[config.mk]
export PLATFORM = sky130hd
export DESIGN_NAME = fifo_feed_scheduler_flat
export DESIGN_NICKNAME = d
export VERILOG_FILES = /design/src/rtl/accel_pkg.sv /design/src/rtl/fifo_feed_scheduler_if.sv /design/src/rtl/fifo_feed_scheduler.sv /design/src/flat_wrapper.sv
export SDC_FILE = /design/constraint.sdc
export NUM_CORES = 1
export LEC_CHECK = 0
export BUFFER_PORTS_ARGS = -buffer_cell sky130_fd_sc_hd__buf_2
export CAP_MARGIN = 20
export CORE_ASPECT_RATIO = 1.5
export CORE_MARGIN = 3
export CORE_UTILIZATION = 50
export DETAILED_ROUTE_END_ITERATION = 10
export GPL_TIMING_DRIVEN = 0
export PLACE_DENSITY = 0.78
export SLEW_MARGIN = 20
export SYNTH_ARGS = -nofsm -noshare
export SYNTH_HDL_FRONTEND = slang
export SYNTH_SLANG_ARGS = --single-unit
[constraint.sdc]
create_clock -name clk -period 5.5 [get_ports clk]
set_clock_uncertainty 0.15 [all_clocks]
set_input_delay 0 -clock clk [delete_from_list [all_inputs] [get_ports clk]]
set_output_delay 0 -clock clk [all_outputs]
set_load 0.05 [all_outputs]
[src/rtl/accel_pkg.sv]
// accel_pkg: definitions shared across the accelerator.
//   feed_state_e  - feed scheduler sequence states
//   DEF_NUM_ROWS  - default number of array rows / row buffers
//   DEF_BUFFER_SIZE - default depth of each row buffer
//   feed_cnt_w()  - width of the feed counter for a given geometry
//   CNT_W         - feed counter width for the default geometry
package accel_pkg;

  typedef enum logic [2:0] {
    IDLE,
    LOAD,
    FEED,
    DRAIN,
    DONE
  } feed_state_e;

  localparam int unsigned DEF_NUM_ROWS    = 4;
  localparam int unsigned DEF_BUFFER_SIZE = 16;

  // The counter reaches at most BUFFER_SIZE+NUM_ROWS-2, so this width never wraps.
  function automatic int unsigned feed_cnt_w(input int unsigned rows, input int unsigned size);
    return $clog2(rows + size);
  endfunction

  localparam int unsigned CNT_W = feed_cnt_w(DEF_NUM_ROWS, DEF_BUFFER_SIZE);

endpackage

[src/rtl/fifo_feed_scheduler_if.sv]
// fifo_feed_scheduler_if: control/status bundle of the row-buffer feed scheduler.
//   start, len, abort        - requester side: start handshake, element count, abort
//   ready, busy, done        - sequence status
//   inject, bubble           - commands to the row buffers (load all / pop row r)
//   data_valid               - row r buffer output valid this cycle
// Modports: master = requester/consumer, slave = scheduler.
interface fifo_feed_scheduler_if
  import accel_pkg::*;
#(
  parameter int unsigned NUM_ROWS = DEF_NUM_ROWS,
  parameter int unsigned LEN_W    = 5
);

  logic                start;
  logic [LEN_W-1:0]    len;
  logic                abort;
  logic                ready;
  logic                busy;
  logic                inject;
  logic [NUM_ROWS-1:0] bubble;
  logic [NUM_ROWS-1:0] data_valid;
  logic                done;

  modport master (
    output start, len, abort,
    input  ready, busy, inject, bubble, data_valid, done
  );

  modport slave (
    input  start, len, abort,
    output ready, busy, inject, bubble, data_valid, done
  );

endinterface

[src/rtl/fifo_feed_scheduler.sv]
// fifo_feed_scheduler: sequences a bank of NUM_ROWS row buffers feeding the
// systolic array. An accepted start issues one inject (load all buffers), then
// per-row pops skewed by one cycle per row so operands enter diagonally.
// data_valid tracks the buffers' registered outputs; done pulses at the end.
// Ports:
//   clk  - clock, all logic on posedge
//   rst  - synchronous active-high reset
//   ctrl - fifo_feed_scheduler_if.slave (start/len/abort in; ready/busy/
//          inject/bubble/data_valid/done out)
module fifo_feed_scheduler
  import accel_pkg::*;
#(
  parameter int unsigned NUM_ROWS    = DEF_NUM_ROWS,
  parameter int unsigned BUFFER_SIZE = DEF_BUFFER_SIZE,
  parameter int unsigned LEN_W       = 5
) (
  input logic                   clk,
  input logic                   rst,
  fifo_feed_scheduler_if.slave  ctrl
);

  localparam int unsigned CW = feed_cnt_w(NUM_ROWS, BUFFER_SIZE);

  feed_state_e         state_q, state_d;
  logic [CW-1:0]       t_q, t_d;
  logic [CW-1:0]       len_q, len_d;
  logic [NUM_ROWS-1:0] dv_q, dv_d;
  logic [NUM_ROWS-1:0] bubble;
  logic [CW-1:0]       t_end;
  logic [CW-1:0]       len_clamp;
  logic                feeding;
  logic                abort_hit;

  assign feeding   = (state_q == FEED);
  assign abort_hit = ctrl.abort && (state_q != IDLE);
  // Last counter value of the feed window; only meaningful with len_q >= 1.
  assign t_end     = len_q + CW'(NUM_ROWS) - CW'(2);
  assign len_clamp = (32'(ctrl.len) > BUFFER_SIZE) ? CW'(BUFFER_SIZE) : CW'(ctrl.len);

  // Row r pops while t is in [r, r+L): a one-cycle skew per row.
  for (genvar r = 0; r < NUM_ROWS; r++) begin : g_row
    localparam logic [CW:0] ROW = (CW+1)'(r);
    logic [CW:0] t_x;
    logic [CW:0] hi;
    assign t_x       = {1'b0, t_q};
    assign hi        = ROW + {1'b0, len_q};
    assign bubble[r] = feeding && (t_x >= ROW) && (t_x < hi);
  end

  always_comb begin
    state_d = state_q;
    t_d     = t_q;
    len_d   = len_q;
    case (state_q)
      IDLE: begin
        if (ctrl.start) begin
          len_d   = len_clamp;
          state_d = LOAD;
        end
      end
      LOAD: begin
        t_d     = '0;
        state_d = (len_q == '0) ? DONE : FEED;
      end
      FEED: begin
        if (t_q == t_end) state_d = DRAIN;
        else              t_d     = t_q + CW'(1);
      end
      DRAIN:   state_d = DONE;
      DONE:    state_d = IDLE;
      default: state_d = IDLE;
    endcase
    if (abort_hit) state_d = IDLE;
    dv_d = abort_hit ? '0 : bubble;
  end

  always_ff @(posedge clk) begin
    if (rst) begin
      state_q <= IDLE;
      t_q     <= '0;
      len_q   <= '0;
      dv_q    <= '0;
    end else begin
      state_q <= state_d;
      t_q     <= t_d;
      len_q   <= len_d;
      dv_q    <= dv_d;
    end
  end

  always_comb begin
    ctrl.ready      = (state_q == IDLE);
    ctrl.busy       = (state_q != IDLE);
    ctrl.inject     = (state_q == LOAD);
    ctrl.done       = (state_q == DONE);
    ctrl.bubble     = bubble;
    ctrl.data_valid = dv_q;
  end

endmodule

[src/flat_wrapper.sv]
// flat-port wrapper written by rule: the top's interface ports become plain ports
module fifo_feed_scheduler_flat import accel_pkg::*;
#(
  parameter int unsigned NUM_ROWS    = DEF_NUM_ROWS,
  parameter int unsigned BUFFER_SIZE = DEF_BUFFER_SIZE,
  parameter int unsigned LEN_W       = 5
)
  (clk, rst, ctrl_start, ctrl_len, ctrl_abort, ctrl_ready, ctrl_busy, ctrl_inject, ctrl_bubble, ctrl_data_valid, ctrl_done);
  fifo_feed_scheduler_if #(.NUM_ROWS(NUM_ROWS), .LEN_W(LEN_W)) ctrl_i ();
  input logic clk;
  input logic rst;
  input wire logic [$bits(ctrl_i.start)-1:0] ctrl_start;
  input wire logic [$bits(ctrl_i.len)-1:0] ctrl_len;
  input wire logic [$bits(ctrl_i.abort)-1:0] ctrl_abort;
  output wire logic [$bits(ctrl_i.ready)-1:0] ctrl_ready;
  output wire logic [$bits(ctrl_i.busy)-1:0] ctrl_busy;
  output wire logic [$bits(ctrl_i.inject)-1:0] ctrl_inject;
  output wire logic [$bits(ctrl_i.bubble)-1:0] ctrl_bubble;
  output wire logic [$bits(ctrl_i.data_valid)-1:0] ctrl_data_valid;
  output wire logic [$bits(ctrl_i.done)-1:0] ctrl_done;
  assign ctrl_i.start = ctrl_start;
  assign ctrl_i.len = ctrl_len;
  assign ctrl_i.abort = ctrl_abort;
  assign ctrl_ready = ctrl_i.ready;
  assign ctrl_busy = ctrl_i.busy;
  assign ctrl_inject = ctrl_i.inject;
  assign ctrl_bubble = ctrl_i.bubble;
  assign ctrl_data_valid = ctrl_i.data_valid;
  assign ctrl_done = ctrl_i.done;
  fifo_feed_scheduler #(.NUM_ROWS(NUM_ROWS), .BUFFER_SIZE(BUFFER_SIZE), .LEN_W(LEN_W)) u_core (.clk(clk), .rst(rst), .ctrl(ctrl_i));
endmodule
# Word-level counts from Yosys, hierarchy flattened

Cells that the tools add are included.

Register bits: 17
Bits in latches: 0
Bits in writable memories: 0
Bits in read-only memories: 0
Input port bits: 9
Output and inout port bits: 12
Logic and storage cells: 51
Memories: 0

Add/subtract/negate cells: 6
Multiply operators: 0
Divide/modulo/power cells: 0
$lt $le $gt $ge: 9
Equality and inequality tests: 8
Shift operators: 0
Mux-type cells: 7
Bitwise gates (word level): 0
Reduce and logical (&&, ||, !) cells: 17

Operators by type and width:

| kind                                                                  | count |
|---|---|
| 5-bit by 6-bit < comparator with 1-bit output                         | 3 |
| 2-bit by 5-bit adder with 6-bit output, first input constant          | 2 |
| 3-bit case mux with 4 select lines                                    | 1 |
| 5-bit by 1-bit >= comparator with 1-bit output, second input constant | 2 |
| 5-bit by 2-bit >= comparator with 1-bit output, second input constant | 2 |
| 5-bit 2-to-1 mux                                                      | 2 |
| 5-bit case mux with 2 select lines                                    | 1 |
| 1-bit logical AND                                                     | 9 |
| 3-bit 2-to-1 mux                                                      | 3 |
| 1-bit by 5-bit adder with 6-bit output, first input constant          | 1 |
| 3-bit by 2-bit == test with 1-bit output, second input constant       | 2 |
| 2-bit inequality test, second input constant                          | 3 |
| 2-bit AND reduction                                                   | 3 |
| 5-bit by 1-bit adder with 5-bit output, second input constant         | 1 |
| 5-bit by 3-bit adder with 5-bit output, second input constant         | 1 |
| 5-bit == test                                                         | 1 |
| 5-bit > comparator, second input constant                             | 1 |
| 5-bit logical NOT                                                     | 1 |
| 5-bit < comparator                                                    | 1 |
| 5-bit by 2-bit subtractor with 5-bit output, second input constant    | 1 |
| 3-bit by 1-bit == test with 1-bit output, second input constant       | 1 |
| 3-bit == test, second input constant                                  | 1 |
| 3-bit logical NOT                                                     | 1 |
| 3-bit nonzero test                                                    | 1 |
| 2 further kinds                                                       | 2 |

# Longest topological paths before layout

Gate-level depths: netlist (run 1).

Depth after elaboration: 5
Depth in mapped cells: 8
Depth with buffers taken out: 8

# Least setup slack after synthesis (run 1)

OpenSTA, ideal clock, no wires.

Path type: register to output
Start: register u_core.len_q[1]
End: output port ctrl_bubble[2]
Arrival: 2,468 ps
Data required time: 5,350 ps
Setup slack: 2,882 ps
Cell stages (with the launch flop): 8
Path buffers: 0
Cells stage by stage: dfxtp_1 > inv_1 > ha_1 > ha_1 > o21a_1 > o31ai_1 > a21oi_1 > nor3_1

Cells in the longest elaborated chain, start to end: 3

Ends and longest elaborated chain:

| item                                          | RTL line                  | text |
|---|---|---|
| start: declaration                            | fifo_feed_scheduler.sv:26 | `logic [CW-1:0] len_q, len_d;` |
| start signal: assignment                      | fifo_feed_scheduler.sv:86 | `len_q <= len_d;` |
| 2-bit by 5-bit adder with 6-bit output        | fifo_feed_scheduler.sv:46 | `assign hi = ROW + {1'b0, len_q};` |
| 5-bit by 6-bit < comparator with 1-bit output | fifo_feed_scheduler.sv:47 | `assign bubble[r] = feeding && (t_x >= ROW) && (t_x < hi);` |
| 1-bit logical AND                             | fifo_feed_scheduler.sv:47 |  |
| end: declaration                              | flat_wrapper.sv:18        | `output wire logic [$bits(ctrl_i.bubble)-1:0] ctrl_bubble;` |

Every way passes these cells.

# Worst setup path in the final report (run 1)

Start: register u_core.len_q[2]
End: register u_core.t_q[3]

Cells in the longest elaborated chain, start to end: 5

Ends and longest elaborated chain:

| item                                        | RTL line                  | text |
|---|---|---|
| 5-bit by 3-bit adder with 5-bit output      | fifo_feed_scheduler.sv:37 | `assign t_end = len_q + CW'(NUM_ROWS) - CW'(2);` |
| 5-bit by 2-bit subtractor with 5-bit output | fifo_feed_scheduler.sv:37 |  |
| 5-bit == test                               | fifo_feed_scheduler.sv:66 | `if (t_q == t_end) state_d = DRAIN;` |
| 2-bit inequality test (no line)             | --                        |  |
| 2-bit AND reduction (no line)               | --                        |  |
| end signal: assignment                      | fifo_feed_scheduler.sv:85 | `t_q <= t_d;` |
| end: declaration                            | fifo_feed_scheduler.sv:25 | `logic [CW-1:0] t_q, t_d;` |

Every way passes these cells.
A chain may end at the register's enable or synchronous reset.

==> results of run 1 <==
-- sequential cells by signal, summed over array words and instances (netlist names) --
| register | cells |
|---|---|
| u_core.ctrl.data_valid | 4 |
| u_core.state_q | 3 |
| u_core.t_q | 5 |
| u_core.len_q | 5 |
-- per-layer routing --
layer  up-vias  share of wire  GRT usage
li1        699              -          -
met1       641           0.40      0.208
met2        43           0.51      0.384
met3        14          0.042     0.0333
met4         0          0.039      0.135
met5         -              0          0
-- worst max path at each step --
stage / end / cells after the start
after floorplan: ctrl_bubble[2] / 7
after global placement: u_core.t_q[4]$_SDFFE_PP0P_ / 8
after detailed placement: u_core.t_q[3]$_SDFFE_PP0P_ / 8
after CTS: ctrl_bubble[3] / 9
after global routing: u_core.t_q[4]$_SDFFE_PP0P_ / 8
final: u_core.t_q[3]$_SDFFE_PP0P_ / 8
-- synthesized netlist by cell type (all sizes together), types with 4 or more instances --
| cell | count | share of area |
|---|---|---|
| nor3 | 9 | 0.031 |
| inv | 12 | 0.036 |
| clkbuf | 4 | 0.010 |
| ha | 26 | 0.23 |
| a21oi | 15 | 0.052 |
| nor2b | 4 | 0.017 |
| nand3 | 5 | 0.017 |
| o21ai | 8 | 0.028 |
| xnor2 | 8 | 0.049 |
| or3 | 5 | 0.029 |
| dfxtp | 17 | 0.24 |
| nand2 | 11 | 0.030 |
| nor2 | 7 | 0.018 |
| nor4 | 4 | 0.017 |
| nand3b | 4 | 0.021 |
-- worst min-delay path, cell delays in order --
cell     delay, ps
buf_2           90
nand2_1        110
nand2_1         90
a21oi_1         60
-- cells by family after synthesis --
family	Yosys count
buffers and inverters	18
xor gates and xnor gates	9
and+or+nand+nor	60
AOI/OAI and AO/OA	42
adders and majority gates	26
DFF	17
-- cell type report --
type / count / area (µm²)
Multi-Input combinational cell: 137 / 1020
Fill cell: 244 / 940
Sequential cell: 17 / 340
Timing Repair Buffer: 33 / 230
Inverter: 12 / 52.6
Tap cell: 37 / 46.3
Clock buffer: 4 / 45.0
Buffer: 6 / 33.8
-- through the flow --
| stage | setup WS, ps | cells | power, mW |
|---|---|---|---|
| floorplan | 2880 | 172 | 0.201 |
| global placement | 2960 | 229 | 0.218 |
| detailed placement | 2930 | 229 | 0.221 |
| CTS | 2890 | 246 | 0.326 |
| global route | 2680 | 246 | 0.343 |
| finish | 2850 | 246 | 0.325 |
-- power breakdown --
part	switching [mW]	total [mW]	internal, mW
Combinational	0.0563	0.0943	0.0381
Clock	0.0469	0.0985	0.0516
Sequential	0.00493	0.132	0.127
Total	0.108	0.325	0.217
==> impl_metrics.yaml, run 1 <==
outcome:
  run_status: "complete, no violations"
yosys:
  ys.flop_type: "dfxtp_1"
  synth.net_count: 207
  ys_types: 40
  synth_edf_count: 0
  synth-simple-area-share: 0.233
  yosysWarnings: 0
  synthAdderAreaFrac: 0.225
  synth-seq-cells: 17
  syn_avg_cell_area_um2: 8.39
  synth_mux_area_frac: 0
  synth-xor-area-share: 0.0546
  synth_top_family_by_area: "simple AND/OR/NAND/NOR gates"
  async_reset_ff_frac: 0
  synth_cells: 172
  syn_area_um2: 1440
  synth-compound-area-share: 0.192
  synth_seq_area_share: 0.236
sta:
  max_freq_mhz: 378
  finalCritPeriodShare: 0.481
  hold_violations: 0
  slew_headroom: 0.676
  maxSlewViolCount: 0
  rsz0062_at_grt: "no"
  tns_ps: 0
  worst_pin_slew_ps: 480
  layout_min_cycle_time_ps: 2650
  setup_viol: 0
  whs_ps: 0.802
clock_tree:
  clockBufferDepth: 2
  hold_buffers: 13
  root_buffer: "clkbuf_8"
  numCtsBuffers: 3
  clkTransAtPathRegs_ps: 70
  clock_latency_ps: 260
  clkSinkCount: 17
  cts_tree: "built"
  cts.repair.resized: 0
  cts_setup_buffers: 0
  ctsHtreeMaxLevel: 1
setup_path:
  crit_fanout: 7
  path_cells: "clkbuf_1 -> nand3_1 -> xnor2_1 -> ha_1 -> nor3b_1 -> a311o_1 -> or3_1 -> a21boi_1"
  arrival_ps: 2690
  r2r-start: "u_core.len_q[2]$_SDFFE_PP0P_"
  critPathLaunchType: "flip-flop"
  required_ps: 5540
  slowest_delay_ps: 440
  worstRegToRegCells: 8
  worstSetupPathType: "reg -> reg"
  r2r_slack_ps: 2850
  crit_start: "u_core.len_q[2]$_SDFFE_PP0P_"
  path_buf_inv: 1
  crit_family: "simple AND/OR/NAND/NOR gates"
  critPathSlowestCell: "a311o_1"
  critPathCaptureType: "flip-flop"
  reg2reg_to: "u_core.t_q[3]$_SDFFE_PP0P_"
cells_and_area:
  stdcell_area_um2: 1770
  mostFrequentLayoutCell: "ha_1"
  drive_gt1_frac: 0.163
  syn2layout_area_growth_pct: 22.3
  final_nets: 245
  layout_common_cells: "ha_1, buf_2, dfxtp_1, a21oi_1, dlygate4sd3_1"
  final_util: 0.653
  antenna_cells: 0
routing:
  drtPass1Iterations: 4
  ant_nets: 0
  wl_mm: 3.39
  vias: 1397
  wire_per_inst_um: 13.8
  first_iter_violations: 34
  viasPerCell: 5.68
  drc: 0
global_routing:
  grt_pass1_vias: 1438
  antenna_found_initial: 0
  grt_max_degree: 12
  grt_use_total: 0.207
  grt_pass1_wl_mm: 5.84
  grt_overflow: 0
die:
  fp.dieH_um: 71.8
  rows: 23
  fp.dieW_um: 49.9
  start_util: 0.534
  core_area_um2: 2710
  die-area_um2: 3580
  io_pins: 21
min_path:
  holdPathEnd: "u_core.len_q[2]$_SDFFE_PP0P_"
  holdCritPathClass: "in -> reg"
  hold_depth: 4
  min_from: "ctrl_start"
placed_design:
  post_dp_cell_area_um2: 1590
  hpwl_mm: 2.53
  port_buffers: 20
  place_congestion: 0.857
pwr:
  vdd_drop_max_uv: 134
  p_per_area_nw_per_um2: 184
  p_leak_nw: 0.729
run:
  cap_viol_max_count: 0
Note: power is estimated with default switching activity, not from simulation.
==> run 2, diff against run 1 <==
Clock period 5.5 ns to 2.6 ns, I/O delays scaled along.
==> run 2 against run 1 <==
Wire length up 1.5%. Largest cell class unchanged. Flip-flop and latch count unchanged. Critical endpoint is now ctrl_bubble[1]. Worst hold slack better by 95 ps. Highest routed layer unchanged.
==> impl_metrics.yaml, run 2 (synthesized netlist as in run 1, its figures left out) <==
cells_and_area:
  mostFrequentLayoutCell: "ha_1"
  drive_gt1_frac: 0.197
  layout_common_cells: "ha_1, buf_2, dfxtp_1, a21oi_1, dlygate4sd3_1"
  antenna_cells: 0
  syn2layout_area_growth_pct: 23.2
  final_nets: 244
pwr:
  vdd_drop_max_uv: 334
  p_per_area_nw_per_um2: 387
  p_leak_nw: 0.740
routing:
  vias: 1355
  wl_met1_mm: 1.35
  ant_nets: 0
  routed-wl-met3_um: 124
  drtPass1Iterations: 4
  first_iter_violations: 24
  viasPerCell: 5.53
  drc: 0
  wire_per_inst_um: 14.0
  wl_mm: 3.44
  dr.max_layer_used: "met4"
  wl_met2_mm: 1.86
sta:
  hold_violations: 0
  setup_slack_ps: 148
  setup_viol: 0
  tns_ps: 0
  worst_pin_slew_ps: 459
  rsz0062_at_grt: "no"
  maxSlewViolCount: 0
  slew_headroom: 0.690
  max_freq_mhz: 408
  layout_min_cycle_time_ps: 2450
  finalCritPeriodShare: 0.943
setup_path:
  required_ps: 2450
  slowest_delay_ps: 450
  critPathSlowestCell: "dfxtp_1"
  reg2reg_to: "u_core.t_q[3]$_SDFFE_PP0P_"
  cp.depth: 9
  critPathLaunchType: "flip-flop"
  path_cells: "inv_1 -> ha_1 -> inv_1 -> ha_1 -> nand2b_1 -> a21oi_1 -> o31ai_2 -> and2_1 -> buf_2"
  endpoint: "ctrl_bubble[1]"
  path_buf_inv: 3
  worstSetupPathType: "reg -> out"
  critPathCaptureType: "output pin"
  r2r_slack_ps: 170
  crit_family: "adder cells"
  crit_start: "u_core.len_q[0]$_SDFFE_PP0P_"
  arrival_ps: 2300
  r2r-start: "u_core.len_q[2]$_SDFFE_PP0P_"
  worstRegToRegCells: 8
  crit_fanout: 6
min_path:
  holdCritPathClass: "in -> reg"
clock_tree:
  cts_setup_buffers: 0
  clkSinkCount: 17
  ctsHtreeMaxLevel: 1
  numCtsBuffers: 3
  clkTransAtPathRegs_ps: 70
  cts_tree: "built"
  clock_latency_ps: 260
  root_buffer: "clkbuf_8"
  clockBufferDepth: 2
placed_design:
  pre_cts_ws_ps: 28.3
  place_congestion: 0.832
  hpwl_mm: 2.59
  port_buffers: 20
die:
  die-area_um2: 3580
  fp.dieW_um: 49.9
  core_area_um2: 2710
  fp.dieH_um: 71.8
  io_pins: 21
  rows: 23
  start_util: 0.534
global_routing:
  grt_max_degree: 12
  grt_pass1_wl_mm: 6.03
  grt_use_total: 0.217
  grt_pass1_vias: 1424
  antenna_found_initial: 0
  grt_overflow: 0
run:
  cap_viol_max_count: 0
outcome:
  run_status: "complete, no violations"
-- run 2: stage by stage --
stage	hold WS, ps	cells	instance area (µm²)	power [mW]	utilization
after global placement	119	229	1600	0.462	0.590
after global routing	110	245	1780	0.730	0.658
after CTS	89.8	245	1770	0.689	0.653
after detailed placement	129	229	1600	0.469	0.590
after floorplan	-14.0	172	1450	0.425	-
final	95.9	245	1780	0.689	0.658
-- run 2: final cells by class --
class	count	area [µm²]
Buffer	6	37.5
Sequential cell	17	342
Fill cell	248	926
Clock inverter	1	5.00
Clock buffer	3	41.3
Timing Repair Buffer	32	223
Inverter	12	52.6
Tap cell	37	46.3
Multi-Input combinational cell	137	1030
-- run 2: tightest hold or removal path: stages --
cell,delay [ps]
buf_2,110
nor2b_1,130
a31oi_1,160
nor4_1,60
-- run 2: how the worst min path moves through the flow --
| stage | start | slack, ps | cells past startpoint | end |
|---|---|---|---|---|
| final | ctrl_start | 100 | 4 | u_core.state_q[0]$_SDFFE_PP0P_ |
| after global routing | ctrl_start | 110 | 4 | u_core.state_q[0]$_SDFFE_PP0P_ |
| after CTS | ctrl_start | 90 | 4 | u_core.state_q[0]$_SDFFE_PP0P_ |
| after detailed placement | ctrl_len[1] | 130 | 3 | u_core.len_q[1]$_SDFFE_PP0P_ |
| after global placement | ctrl_len[4] | 120 | 3 | u_core.len_q[4]$_SDFFE_PP0P_ |
| after floorplan | ctrl_len[4] | -10 | 2 | u_core.len_q[4]$_SDFFE_PP0P_ |
-- run 2: metal layers --
| metal | up-vias | global-route usage |
|---|---|---|
| met1 | 619 | 0.213 |
| met2 | 33 | 0.406 |
| li1 | 694 | - |
| met3 | 9 | 0.0395 |
| met4 | 0 | 0.135 |
| met5 | - | 0 |
-- run 2: timing repair --
item | in CTS | in global routing
resized for setup | 2 | 6
endpoints found under the hold margin | 13 | 0
endpoints found under the setup margin | 3 | 4
pin swaps | 0 | 0
hold buffers | 12 | 0
gates cloned | 0 | 0
-- run 2: report_power, final --
| group | internal [mW] | switching, mW |
|---|---|---|
| Combinational | 0.0811 | 0.120 |
| Sequential | 0.269 | 0.0106 |
| Clock | 0.107 | 0.102 |
| Total | 0.457 | 0.233 |
==> run 3, diff against run 2 <==
Settings changed: CAP_MARGIN 20 to 10, CORE_ASPECT_RATIO 1.5 to not set.
==> run 3 against run 2 <==
Final area decreased by 0.70%. Wire length decreased by 6.8%. Largest power group unchanged. Clock-buffer cell count increased by 1. Sequential power about the same. Worst hold slack improved by 270 ps. Power decreased by 9.8%. Largest cell class unchanged. Global-route usage decreased by 1.9 points. Cell count decreased by 2.4%.
==> impl_metrics.yaml, run 3 (synthesized netlist as in run 1, its figures left out) <==
placed_design:
  hpwl_mm: 2.48
  port_buffers: 20
  place_congestion: 0.824
  dp.cells: 222
cells_and_area:
  num-fill-cells: 234
  mostFrequentLayoutCell: "ha_1"
  instances_no_fill: 239
  antenna_cells: 0
  layout_common_cells: "ha_1, buf_2, dfxtp_1, a21oi_1, dlygate4sd3_1"
  final_nets: 245
  syn2layout_area_growth_pct: 22.4
  drive_gt1_frac: 0.196
clock_tree:
  clkSinkCount: 17
  cts_setup_buffers: 0
  numCtsBuffers: 3
  clkTransAtPathRegs_ps: 90
  clockBufferDepth: 2
  clock_latency_ps: 290
  cts_tree: "built"
  root_buffer: "clkbuf_4"
  ctsHtreeMaxLevel: 1
die:
  io_pins: 21
  start_util: 0.553
  fp.dieW_um: 59.7
  core_area_um2: 2610
  die-area_um2: 3570
  fp.dieH_um: 59.7
  rows: 18
pwr:
  p_per_area_nw_per_um2: 352
  p_leak_nw: 0.725
  power_uw: 622
  vdd_drop_max_uv: 335
global_routing:
  grt_pass1_wl_mm: 5.51
  grt_pass1_vias: 1292
  antenna_found_initial: 0
  grt_max_degree: 12
  grt_overflow: 0
  grt_use_total: 0.198
min_path:
  holdCritPathClass: "reg -> reg"
setup_path:
  critPathSlowestCell: "dfxtp_4"
  crit_fanout: 6
  critPathCaptureType: "output pin"
  arrival_ps: 2280
  worstSetupPathType: "reg -> out"
  critPathLaunchType: "flip-flop"
  path_cells: "inv_1 -> ha_1 -> a21oi_2 -> xnor2_1 -> ha_1 -> a21oi_1 -> o21ai_0 -> a31oi_1 -> buf_4"
  critPathMostFrequentCell: "ha_1"
  slowest_delay_ps: 390
  required_ps: 2450
outcome:
  run_status: "complete, no violations"
sta:
  layout_min_cycle_time_ps: 2430
  tns_ps: 0
  setup_viol: 0
  slew_headroom: 0.682
  maxSlewViolCount: 0
  max_freq_mhz: 411
  finalCritPeriodShare: 0.936
  rsz0062_at_grt: "no"
  hold_violations: 0
  worst_pin_slew_ps: 470
routing:
  first_iter_violations: 45
  viasPerCell: 5.59
  vias: 1336
  wire_per_inst_um: 13.4
  ant_nets: 0
  wl_mm: 3.21
  drc: 0
  drtPass1Iterations: 4
run:
  cap_viol_max_count: 0
==> run 3: critical path: cells and delay by family, from the launching register on <==
| family | cells | cell delay [ps] |
|---|---|---|
| compound gates | 4 | 670 |
| flops | 1 | 390 |
| fa+ha+maj | 2 | 480 |
| buf+inv | 2 | 310 |
| xor+xnor | 1 | 150 |
==> run 3: through the flow <==
| stage | hold WS, ps | worst slack, ps | cell area [µm²] | utilization |
|---|---|---|---|---|
| 2_1_floorplan | -14.0 | 42.8 | 1450 | - |
| 3_3_place_gp | 120 | 60.8 | 1590 | 0.607 |
| 3_5_place_dp | 136 | 27.7 | 1590 | 0.607 |
| 4_1_cts | 363 | 2.07 | 1750 | 0.669 |
| 5_1_grt | 394 | 2.57 | 1770 | 0.676 |
| 6_report | 367 | 166 | 1770 | 0.676 |
==> run 3: worst paths after layout <==
check | startpoint | end | slack, ps | cells after the start
worst max register to register | u_core.len_q[1]$_SDFFE_PP0P_ | u_core.t_q[4]$_SDFFE_PP0P_ | 170 | 7
worst max-delay path | u_core.len_q[1]$_SDFFE_PP0P_ | ctrl_bubble[3] | 170 | 9
worst min-delay path | u_core.len_q[1]$_SDFFE_PP0P_ | u_core.len_q[1]$_SDFFE_PP0P_ | 370 | 2
worst min register to register | u_core.len_q[1]$_SDFFE_PP0P_ | u_core.len_q[1]$_SDFFE_PP0P_ | 370 | 2
==> run 3: routing by layer <==
layer / vias to the layer above / routed length, µm / global-route usage
met4: 0 / 30 / 0.0506
met3: 4 / 163 / 0.0475
met5: - / 0 / 0
li1: 699 / - / -
met2: 29 / 1550 / 0.349
met1: 604 / 1460 / 0.238
==> run 3: final cells by class <==
cell class | count | area (µm²) | share of cell area
Multi-Input combinational cell | 137 | 1030 | 0.584
Sequential cell | 17 | 345 | 0.195
Timing Repair Buffer | 33 | 235 | 0.133
Inverter | 12 | 52.6 | 0.0297
Buffer | 6 | 37.5 | 0.0212
Tap cell | 30 | 37.5 | 0.0212
Clock buffer | 4 | 26.3 | 0.0149
==> run 3: power breakdown <==
part / internal (mW) / switching (mW) / total, mW
clock network: 0.0596 / 0.0798 / 0.139
logic: 0.0822 / 0.120 / 0.203
registers: 0.268 / 0.0113 / 0.280
total: 0.410 / 0.211 / 0.622
==> run 3: timing repair <==
item / in CTS / in global routing
hold buffers: 13 / 0
hold endpoints to repair: 13 / 0
cloned: 0 / 0
gates resized for setup: 2 / 10
setup endpoints to repair: 1 / 5
